===== config.mk =====
export PLATFORM = sky130hd
export DESIGN_NAME = control_mult_sec
export DESIGN_NICKNAME = d
export VERILOG_FILES = /design/src/rtl/control_mult_sec.sv
export SDC_FILE = /design/constraint.sdc
export NUM_CORES = 1
export LEC_CHECK = 0
export ABC_AREA = 1
export BUFFER_PORTS_ARGS = -buffer_cell sky130_fd_sc_hd__buf_2
export CORE_AREA = 4 4 41 43
export CTS_CLUSTER_SIZE = 25
export DETAILED_ROUTE_END_ITERATION = 8
export DIE_AREA = 0 0 45 47
export PLACE_DENSITY = 0.67
export SLEW_MARGIN = 20
export SYNTH_ARGS = -nofsm -noshare
export SYNTH_HDL_FRONTEND = slang
export SYNTH_SLANG_ARGS = --single-unit

===== constraint.sdc =====
create_clock -name clk -period 1.9 [get_ports clk]
set_input_delay 0.19 -clock clk [delete_from_list [all_inputs] [get_ports clk]]
set_output_delay 0.19 -clock clk [all_outputs]
set_load 0.01 [all_outputs]

===== src/rtl/control_mult_sec.sv =====
// Sequencing FSM and iteration counter for a shift-and-add multiplier datapath.
// Optional feature macro: CONTROL_MULT_EARLY_EXIT_EN (finish as soon as the multiplier is zero).
module control_mult_sec #(
  parameter int WIDTH     = 8,
  parameter int CNT_WIDTH = 4
) (
  input  logic                 clk,
  input  logic                 rst,
  input  logic                 init,
  input  logic                 ack,
  input  logic                 lsb_b,
  input  logic                 b_zero,
  output logic                 load,
  output logic                 add,
  output logic                 shift,
  output logic                 busy,
  output logic                 done,
  output logic [CNT_WIDTH-1:0] iter
);

  typedef enum logic [2:0] {
    IDLE  = 3'd0,
    LOAD  = 3'd1,
    CHECK = 3'd2,
    ADD   = 3'd3,
    SHIFT = 3'd4,
    DONE  = 3'd5
  } state_t;

  localparam logic [CNT_WIDTH-1:0] CNT_LOAD = CNT_WIDTH'(WIDTH);
  localparam logic [CNT_WIDTH-1:0] CNT_ONE  = CNT_WIDTH'(1);

  state_t state;
  state_t next_state;

`ifndef CONTROL_MULT_EARLY_EXIT_EN
  logic unused_b_zero;
  assign unused_b_zero = b_zero;
`endif

  always_comb begin
    next_state = state;
    case (state)
      IDLE:    if (init) next_state = LOAD;
      LOAD:    next_state = CHECK;
      CHECK: begin
`ifdef CONTROL_MULT_EARLY_EXIT_EN
        if (b_zero)     next_state = DONE;
        else if (lsb_b) next_state = ADD;
        else            next_state = SHIFT;
`else
        if (lsb_b) next_state = ADD;
        else       next_state = SHIFT;
`endif
      end
      ADD:     next_state = SHIFT;
      // The exit decision uses the counter value before this SHIFT's decrement.
      SHIFT:   next_state = (iter == CNT_ONE) ? DONE : CHECK;
      DONE:    if (ack) next_state = IDLE;
      default: next_state = IDLE;
    endcase
  end

  // Outputs are registered from the next state so they line up exactly with the state register.
  always_ff @(posedge clk or posedge rst) begin
    if (rst) begin
      state <= IDLE;
      iter  <= '0;
      load  <= 1'b0;
      add   <= 1'b0;
      shift <= 1'b0;
      busy  <= 1'b0;
      done  <= 1'b0;
    end else begin
      state <= next_state;
      load  <= (next_state == LOAD);
      add   <= (next_state == ADD);
      shift <= (next_state == SHIFT);
      busy  <= (next_state != IDLE) && (next_state != DONE);
      done  <= (next_state == DONE);
      if (state == LOAD)
        iter <= CNT_LOAD;
      else if (state == SHIFT)
        iter <= iter - CNT_ONE;
    end
  end

endmodule


* After elaboration in Yosys (flattened, before gate mapping)
Index checks and enable logic that the tools add are counted.
Word-level totals: bits in registers 12, input bits 6, output and inout port bits 9, word-level logic and storage cells 30
Cells by class: $add $sub $neg 1, eq/ne operators 11, mux-type cells 7, reduce and logical (&&, ||, !) cells 4
Operators with widths (number):
- case mux 3 bit (6 select lines) | 1
- == test 3 bit, second input constant | 4
- 2-to-1 mux 3 bit | 4
- == test 3 x 2 -> 1 bit, second input constant | 3
- 2-to-1 mux 4 bit | 2
- == test 3 x 1 -> 1 bit, second input constant | 2
- == test 4 x 1 -> 1 bit, second input constant | 1
- subtractor 4 x 1 -> 4 bit, second input constant | 1
- zero test 3 bit | 1
- != test 3 bit, second input constant | 1
- nonzero test 3 bit | 1
- nonzero test 2 bit | 1
- logical AND 1 bit | 1

* Logic depth before layout (Yosys ltp)
word-level depth 5, depth in mapped cells 8, mapped depth without buffers 8

* Worst setup path after synthesis
OpenSTA, ideal clock, no wires.
kind register to register, from register iter[1], to register busy, library setup time 129 ps, data arrival time 1046 ps, required time 1771 ps, slack 725 ps, stages on the path, launching flop included 8, buffers on the path 0, period minus slack after synthesis 1175 ps, cell sequence dfrtp_1 inv_1 ha_1 nand2_1 nor2_1 nor2_1 nor2_1 a31oi_1
Between the ends: longest elaborated chain between the ends 5, elaborated cells between the ends (all ways) 6, classes of those cells eq/ne: 2; mux: 2; reduce/logical: 2
RTL lines:
- start: declaration | line 18 | output logic [CNT_WIDTH-1:0] iter
- start signal: assignment | line 84 | iter <= iter - CNT_ONE;
- == test 4 x 1 -> 1 bit * | line 58 | SHIFT: next_state = (iter == CNT_ONE) ? DONE : CHECK;
- 2-to-1 mux 3 bit * | line 58
- case mux 3 bit (6 select lines) * | line 43 | case (state)
- != test 3 bit or nonzero test 3 bit (tied branches) | line 79 | busy <= (next_state != IDLE) && (next_state != DONE);
- logical AND 1 bit * | line 79
- end signal: assignment | line 79
- end: declaration | line 16 | output logic busy,
Every way passes the cells marked *; elsewhere a longest branch is shown, timed or not. A chain may end at the register's enable or synchronous reset.

* Worst setup path after layout
Same ends and word-level chain as after synthesis.

==> results.md <==
- Most frequent cells in the layout: nand2_1, buf_2, dfrtp_1
- Cell total after placement: 91
- Simple-gate share of the synthesized area: 28.4%
- Overflow after GRT: 0
- VDD IR-drop max: 0.647 mV
- Max Slew Vio Count: 0
- Clock latency at the later pin of the worst-skew pair: 0.27 ns
- Final Setup Violations: 0
- I/O pin count: 15
- Final wirelength: 1.03 mm
- H-tree levels: 1
- Power density over the cells: between 1500 and 2000 mW/mm²
- Largest net degree at the start of global routing: 13
- Slowest cell on the critical path: dfrtp_1
- Max cap viols: 0
- Final Skew: ~0.0043 ns
- RSZ-0062 raised after global routing: false
- XOR/XNOR Fraction of Synth Area: around 1.5%
- Logic gate share of total power: 41.9%
- Synth Area in Adders: 4.38%
- WS Path Type: flop to flop
- Site Rows: 13
- Flop and latch count out of synthesis: 12
- Sequential Power Share: roughly 40%
- Worst stage delay on the critical path: 0.42 ns
- Total GRT Usage: 12.0%
- Die Y: ~47 µm
- Layout area overhead: 22.8%
- Clock transition at the registers of the reported paths: 0.08 ns
- CORE AREA: 0.00130 mm²
- Most used cell, CP: nor2_1
- Hold path depth: 3
- CTS root buf: clkbuf_4
- Status: finished, final reports clean
- R2R depth: 7
- First-pass detailed-route iteration total: 4
- # clock sinks: 12
- PortBufs: 13
- CTS resizes: 0
- Number of fill cells: 123
- Layout Cells excl Fill: 96
- Worst-Margin Slew: approximately 0.46 ns
- Final period util: between 60 and 70%
- Sw frac: 40.4%
- Detail Route Antenna Nets: 0
- Critical path launch point type: flop
- Die area: 0.00212 mm²
- Via count: between 400 and 500
- Avg Inst Size Synth: 9.08 µm²
- Mapped Nets: 71
- Synth Warn #: 0
- Vias in the first global route: 451
- Multiplexer share of the synthesized area: 0%
- Complex-gate fraction of the synthesized area: a little over 4%
- Crit path time final: 1.28 ns
- Initial core utilization: 43.9%
- Largest family of logic cells by synthesized area: simple AND/OR/NAND/NOR gates
- Sequential share of the synthesized area: 52.5%
- Final Net Count: 90
- Int Pwr: 657 µW
- Max frequency: just under 0.8 GHz
- Rel. slew slack: 69.2%
- Critical path fanouts, max: 3
- CP Cell Sequence: inv_1 -> ha_1 -> nand2_1 -> nor2_1 -> nor2_1 -> nor2_1 -> a31oi_1
- Final Hold Fails: 0
- First-pass GRT wire length: around 1.9 mm
- Switching Power: 444 µW
- Proportion of layout cells with a drive suffix above 1: 33.3%
- Count of cell types in the netlist: 19
- Clock network fraction of total power: ~18%
- CP endpoint kind: flop
- GP Congestion: about 0.79
- WL/cell: approximately 11 µm
- WP data arrival: 1.43 ns
- Synthesized area: 572 µm²
- DRC violations left: 0
- Initial drt markers: 4
- Vias/cell: 4.52
- CP delay by family, top: flip-flops
- CTS tree: built
- LEAKAGE: around 0.40 nW
- Setup TNS: 0 ns
- Worst endpoint required time: 2.05 ns
- Initial antenna violation count: 0
- Longest Clk Path Bufs: 2
- Number of antenna diodes: 0
- CP bufs+invs: 1
- Inserted Clock Buffers: 3
- Detailed placement HPWL: 807 µm
- Overall die width: ~45 µm
- Mapped Cells: 63
- WP depth: 7
- Worst Hold Class: input pin to flop
==> cell usage after synthesis, drive strengths merged <==
| master | instances | area [µm²] |
|---|---|---|
| o22ai | 2 | 12.5 |
| xnor2 | 1 | 8.76 |
| ha | 2 | 25.0 |
| or2 | 1 | 6.26 |
| inv | 13 | 51.3 |
| o21ai | 1 | 5.00 |
| nand2 | 16 | 72.6 |
| dfrtp | 12 | 300 |
| nor3 | 1 | 16.3 |
| nand3 | 3 | 20.0 |
| nor2 | 10 | 47.6 |
| a31oi | 1 | 6.26 |
==> power groups by stage <==
stage	clock network (mW)	logic, mW	registers (mW)
detailed placement	0	0.464	0.446
global route	0.216	0.533	0.453
global placement	0	0.454	0.440
finish	0.202	0.461	0.438
floorplan	0	0.306	0.469
CTS	0.205	0.469	0.440
==> worst paths after layout <==
| check | start | endpoint | slack [ns] |
|---|---|---|---|
| worst min register to register | iter[3] | iter[3] | 0.56 |
| min in group asynchronous | rst | iter[3] | 0.47 |
| max in group asynchronous | rst | iter[2] | 1.12 |
| worst min-delay path | init | load | 0.16 |
| worst max-delay path | iter[1] | busy | 0.62 |
| worst max register to register | iter[1] | busy | 0.62 |
==> area by class of cell <==
| class | count | area (µm²) | area share [%] |
|---|---|---|---|
| clock buffers | 4 | 36.3 | 5.17 |
| inverters | 13 | 51.3 | 7.31 |
| repair buffers | 14 | 75.1 | 10.7 |
| multi-input cells | 38 | 220 | 31.4 |
| well taps | 15 | 18.8 | 2.67 |
| flip-flops and latches | 12 | 300 | 42.8 |
==> metal layers <==
metal / track usage (%) / routed length, µm / vias to the layer above
li1: - / - / 226
met1: 14.9 / 464 / 199
met2: 20.3 / 503 / 7
met3: 2.30 / 52 / 2
met4: 5.26 / 6 / 0
met5: 0 / 0 / -
==> logic make-up (layout without fill, tap and decap cells) <==
logic type                 Yosys count  count (layout)
buffers and inverters               13              31
xor gates and xnor gates             1               1
and+or+nand+nor                     31              31
DFF                                 12              12
AOI/OAI and AO/OA                    4               4
adders and majority gates            2               2
==> sequential cells by signal (all words and copies together), names as in the netlist <==
signal and count:
state 3, load 1, busy 1, done 1
shift 1, iter 4, add 1
==> worst min-delay path, stage by stage <==
cell	delay [ns]
buf_2	0.10
nand2_1	0.06
nor2_2	0.05
==> metrics by stage <==
step	hold WS [ns]	worst slack, ns	total power [mW]	util (%)	cell area, µm²
6_report	0.163	0.621	1.10	53.9	702
5_1_grt	0.162	0.493	1.20	53.9	702
4_1_cts	0.157	0.603	1.11	53.9	702
3_5_place_dp	0.219	0.622	0.910	50.4	656
3_3_place_gp	0.214	0.661	0.894	50.4	656
2_1_floorplan	0.0547	0.725	0.775	-	572
==> repair_timing <==
action | in CTS | in global routing
endpoints found under the hold margin | 12 | 0
buffers inserted | 0 | 0
hold buffers | 1 | 0
No activity file was read; power rests on OpenSTA's default activity.
